===== config.mk =====
export PLATFORM = sky130hd
export DESIGN_NAME = prog_loader
export DESIGN_NICKNAME = d
export VERILOG_FILES = /design/src/rtl/prog_loader.sv
export SDC_FILE = /design/constraint.sdc
export NUM_CORES = 1
export LEC_CHECK = 0
export CORE_ASPECT_RATIO = 1.5
export CORE_MARGIN = 1.5
export CORE_UTILIZATION = 39
export CTS_CLUSTER_SIZE = 8
export DETAILED_ROUTE_END_ITERATION = 8
export PLACE_DENSITY = 0.73
export SETUP_SLACK_MARGIN = 0.4
export SLEW_MARGIN = 20
export SYNTH_ARGS = -nofsm -noshare
export SYNTH_HDL_FRONTEND = slang
export SYNTH_SLANG_ARGS = --single-unit

===== constraint.sdc =====
create_clock -name clk -period 2.01 [get_ports clk]
set_input_delay 0.201 -clock clk [delete_from_list [all_inputs] [get_ports clk]]
set_output_delay 0.201 -clock clk [all_outputs]
set_load 0.01 [all_outputs]

===== src/rtl/prog_loader.sv =====
// Streams a length-prefixed, big-endian program image into CPU memory over a byte link.
// Optional checksum trailer is compiled in with `define PROG_LOADER_CHECKSUM_EN.
module prog_loader #(
  parameter logic [31:0] BASE_ADDR = 32'h0000_0000,
  parameter int          MAX_WORDS = 1024
) (
  input  logic        clk,
  input  logic        reset,
  input  logic        start,
  input  logic [7:0]  rx_data,
  input  logic        rx_valid,
  output logic        rx_ready,
  output logic        prog_en,
  output logic [31:0] inst_addr,
  output logic [31:0] prog_instruction,
  output logic        busy,
  output logic        done,
  output logic        error,
  output logic [15:0] words_loaded
);

  typedef enum logic [2:0] {
    S_IDLE, S_LEN, S_DATA, S_CSUM, S_FLUSH, S_DONE, S_ERROR
  } state_t;

  localparam logic [31:0] MAX_W32 = 32'(MAX_WORDS);

  state_t      state_q, state_d;
  logic [1:0]  byte_cnt_q;
  logic [23:0] shift_q;
  logic [15:0] len_q;
  logic [15:0] words_q;
  logic [31:0] addr_q;
  logic [31:0] instr_q;
`ifdef PROG_LOADER_CHECKSUM_EN
  logic [31:0] csum_q;
`endif

  logic        accept;
  logic        start_session;
  logic [31:0] word_full;
  logic [15:0] len_full;
  logic [15:0] words_inc;

  assign accept    = rx_valid && rx_ready;
  assign word_full = {shift_q, rx_data};
  assign len_full  = {shift_q[7:0], rx_data};
  assign words_inc = words_q + 16'd1;

  always_comb begin
    state_d       = state_q;
    start_session = 1'b0;
    rx_ready      = 1'b0;
    busy          = 1'b0;
    done          = 1'b0;
    error         = 1'b0;
    prog_en       = 1'b1;
    case (state_q)
      S_IDLE: begin
        start_session = start;
      end
      S_LEN: begin
        rx_ready = 1'b1;
        busy     = 1'b1;
        if (accept && byte_cnt_q == 2'd1) begin
          if (len_full == 16'd0) begin
`ifdef PROG_LOADER_CHECKSUM_EN
            state_d = S_CSUM;
`else
            state_d = S_FLUSH;
`endif
          end else if ({16'd0, len_full} > MAX_W32) begin
            state_d = S_ERROR;
          end else begin
            state_d = S_DATA;
          end
        end
      end
      S_DATA: begin
        rx_ready = 1'b1;
        busy     = 1'b1;
        if (accept && byte_cnt_q == 2'd3 && words_inc == len_q) begin
`ifdef PROG_LOADER_CHECKSUM_EN
          state_d = S_CSUM;
`else
          state_d = S_FLUSH;
`endif
        end
      end
      S_CSUM: begin
`ifdef PROG_LOADER_CHECKSUM_EN
        rx_ready = 1'b1;
        busy     = 1'b1;
        if (accept && byte_cnt_q == 2'd3)
          state_d = (word_full == csum_q) ? S_FLUSH : S_ERROR;
`else
        state_d = S_IDLE;
`endif
      end
      S_FLUSH: begin
        busy    = 1'b1;
        state_d = S_DONE;
      end
      S_DONE: begin
        prog_en       = 1'b0;
        done          = 1'b1;
        start_session = start;
      end
      S_ERROR: begin
        error         = 1'b1;
        start_session = start;
      end
      default: state_d = S_IDLE;
    endcase
    if (start_session)
      state_d = S_LEN;
  end

  // ---- registered state and datapath ----
  always_ff @(posedge clk) begin
    if (reset) begin
      state_q    <= S_IDLE;
      byte_cnt_q <= 2'd0;
      shift_q    <= 24'd0;
      len_q      <= 16'd0;
      words_q    <= 16'd0;
      addr_q     <= BASE_ADDR;
      instr_q    <= 32'd0;
`ifdef PROG_LOADER_CHECKSUM_EN
      csum_q     <= 32'd0;
`endif
    end else begin
      state_q <= state_d;
      if (start_session) begin
        byte_cnt_q <= 2'd0;
        shift_q    <= 24'd0;
        words_q    <= 16'd0;
        addr_q     <= BASE_ADDR;
        instr_q    <= 32'd0;
`ifdef PROG_LOADER_CHECKSUM_EN
        csum_q     <= 32'd0;
`endif
      end else if (accept) begin
        byte_cnt_q <= byte_cnt_q + 2'd1;
        shift_q    <= {shift_q[15:0], rx_data};
        if (state_q == S_LEN && byte_cnt_q == 2'd1) begin
          len_q      <= len_full;
          byte_cnt_q <= 2'd0;
        end
        // Word index k equals the count before increment, so the address is BASE + 4k.
        if (state_q == S_DATA && byte_cnt_q == 2'd3) begin
          instr_q <= word_full;
          addr_q  <= BASE_ADDR + {14'd0, words_q, 2'b00};
          words_q <= words_inc;
`ifdef PROG_LOADER_CHECKSUM_EN
          csum_q  <= csum_q + word_full;
`endif
        end
      end
    end
  end

  assign inst_addr        = addr_q;
  assign prog_instruction = instr_q;
  assign words_loaded     = words_q;

endmodule


==> summary.txt <==
outcome - finished with violations
Fin. Hold Viols - 0
antenna cells - 0
routed via count - 4516
share of cells above drive strength 1 - 0.197
Setup TNS - -0.801 ps
die footprint - 12900 um^2
Nets - 729
clk sinks - 109
crit-path cells - ha_4 > nand4_1 > or3_1 > a222oi_1 > o2111a_1 > o41ai_2 > a21o_1
RSZ-0062 raised after global routing - true
# placed instances - 837
Non-Filler Instances - 874
Worst-path clk slew - 70 ps
DP Wirelength - 9.71 mm
Worst setup EP type - flip-flop
die width - 93.4 um
port bufs - 80
Mapped Cells - 595
ys async rst share - 0
register area - 2230 um^2
CP startpoint kind - flip-flop
Synth Cell Area - 4780 um^2
drt wl/cell - 16.0 um
XOR/XNOR share of the synthesized area - 0.0586
post-synth top area share - 0.456
Syn-to-layout area delta - 39.4%
Antenna Nets Post-Route - 0
Clock power frac - 0.416
worst-skew pair later-pin latency - 350 ps
syn_area_per_cell - 8.04 um^2
sequential share of power - 0.515
gr usage total - 0.207
Tmin final - 2010 ps
most frequent cells in the layout - nand2_1 (157), dfxtp_1 (90), a21oi_1 (85), clkdlybuf4s50_1 (63), buf_4 (54)
DRC - 0
Synth Area in Simple Gates - 0.234
CTS max path bufs - 2
Seq/Total Area, Yosys - 0.456
Starting Density - 0.400
final core utilization - 0.558
GRT Residual Overflow - 0
core area - 12000 um^2
Hold Slack - 456 ps
Adder-Cell Fraction of Synth Area - 0.00471
number of synthesized register bits - 109
Main synth FF type - dfxtp_1
max_cap viols - 0
Pwr Density - 630 nW/um^2
Final Cycle Share - 1.00
H-tree depth - 3
TritonRoute pass-1 iters - 5
Worst Setup Path Type - flip-flop to flip-flop
Gate power share - 0.069
Tot Pwr - 4.20 mW
HP Class - flip-flop to flip-flop
number of CTS-inserted buffers - 9
largest net degree at the start of global routing - 59
WL final - 14.0 mm
final setup violation count - 1
Worst EP required - 2250 ps
delay of the slowest critical-path stage - 400 ps
failing checks - negative setup slack
vias in the first global route - 4323
worst-path fanout max - 4
slowest CP cell - or3_1
Std-Cell Rows - 49
Vias/cell - 5.17
final worst slack - -0.801 ps
Sw Share - 0.250
critical path's top delay family - compound AO/OA/AOI/OAI gates
worst vdd ir - 0.426 mV
clock skew - 8.98 ps
Die Ht - 139 um
Synth Area in Compound Gates - 0.135
number of flops mapped to enable cells by yosys - 0
Synth area leaders - dfxtp_1 (46%), nand2_1 (12%), a21oi_1 (8.9%), buf_4 (4.1%), xnor2_1 (4.0%)
initial antenna violation count - 0
largest family of logic cells by synthesized area - simple AND/OR/NAND/NOR gates
area occupied by multi-input gates - 2420 um^2
io pins - 97
commonest non-fill, non-tap cell in the layout - nand2_1
hold-fix buffer count after cts - 0
Root Buffer - clkbuf_16
fin. max-slew vios - 0
Psw - 1.05 mW
Synth area leader - dfxtp_1
fill cell count - 1108
max frequency - 497 MHz
Distinct cells, synth - 52
placer congestion estimate - 0.877
Data arrival, critical path - 2250 ps
DR iter-0 viols - 263
share of synthesized area spent on multiplexers - 0.0379
Internal - 3.15 mW
CTS tree - built
Synth warnings - 0
global-route wire length before repair - 21.2 mm
WP buf/inv - 0
Lkg Pwr - 2.59 nW
[worst reg2reg max path, stage by stage, from the launching register on]
cell      delay (ps)
dfxtp_4          370
ha_4             140
nand4_1          160
or3_1            400
a222oi_1         290
o2111a_1         300
o41ai_2           80
a21o_1           160
[synthesized netlist by cell type, types with 3 or more instances]
master	n
a21o_1	3
a21oi_1	85
and2_1	4
buf_2	9
buf_4	26
clkbuf_1	22
dfxtp_1	109
inv_1	4
mux2i_1	17
nand2_1	158
nand3_1	11
nand4_1	10
nor2_1	36
nor2b_1	3
nor3_1	4
nor4_1	5
o21ai_0	12
or3_1	8
xnor2_1	22
xor2_1	10
[state kept, by name (all words and copies together) (netlist names)]
| name | cells |
|---|---|
| shift_q | 24 |
| state_q | 3 |
| prog_instruction | 32 |
| inst_addr | 16 |
| byte_cnt_q | 2 |
| len_q | 16 |
| words_loaded | 16 |
[power groups by stage]
stage          Clock [mW]  Sequential [mW]  Combinational, mW
5_1_grt              1.87             2.17              0.307
3_5_place_dp            0             2.23              0.208
6_report             1.75             2.16              0.289
2_1_floorplan           0             2.22              0.155
3_3_place_gp            0             2.23              0.207
4_1_cts              1.78             2.17              0.231
[per-layer routing]
metal / vias to the layer above / track usage / wire [um]
met5: - / 0 / 0
met1: 2155 / 0.221 / 5300
met4: 0 / 0.0901 / 445
met3: 30 / 0.0356 / 506
met2: 133 / 0.387 / 7750
li1: 2198 / - / -
[final cells by class]
| class | count | area share |
|---|---|---|
| Multi-Input combinational cell | 437 | 0.363 |
| Clock buffer | 9 | 0.0338 |
| Inverter | 5 | 0.00281 |
| Tap cell | 153 | 0.0287 |
| Timing Repair Buffer | 154 | 0.226 |
| Sequential cell | 109 | 0.335 |
| Clock inverter | 7 | 0.0103 |
[final timing paths]
path                        start  depth (start not counted)  slack, ps             to
setup / recovery  words_loaded[0]                          7       -0.8     state_q[1]
hold / removal      inst_addr[16]                          2        460  inst_addr[16]
setup reg to reg  words_loaded[0]                          7       -0.8     state_q[1]
hold reg to reg     inst_addr[16]                          2        460  inst_addr[16]
[logic make-up (layout without fill, tap and decap cells)]
logic type / Yosys count / after routing
compound gates: 114 / 114
xor+xnor: 32 / 32
fa+ha+maj: 2 / 2
buf+inv: 64 / 175
flops: 109 / 109
mux: 18 / 18
other cells: 1 / 16
simple gates: 255 / 255
[timing repair]
| item | in CTS | in global routing |
|---|---|---|
| resized for setup | 59 | 44 |
| setup endpoints to repair | 125 | 121 |
| pin swaps | 4 | 12 |
| setup buffers | 12 | 4 |
| gates cloned | 2 | 3 |
[stage by stage]
step	setup slack (ps)	cell area (um^2)
6_report	-0.801	6670
5_1_grt	-95.0	6670
4_1_cts	25.6	6460
3_5_place_dp	-20.0	5950
3_3_place_gp	-17.5	5950
2_1_floorplan	190	4890
Note: power is estimated with default switching activity, not from simulation.
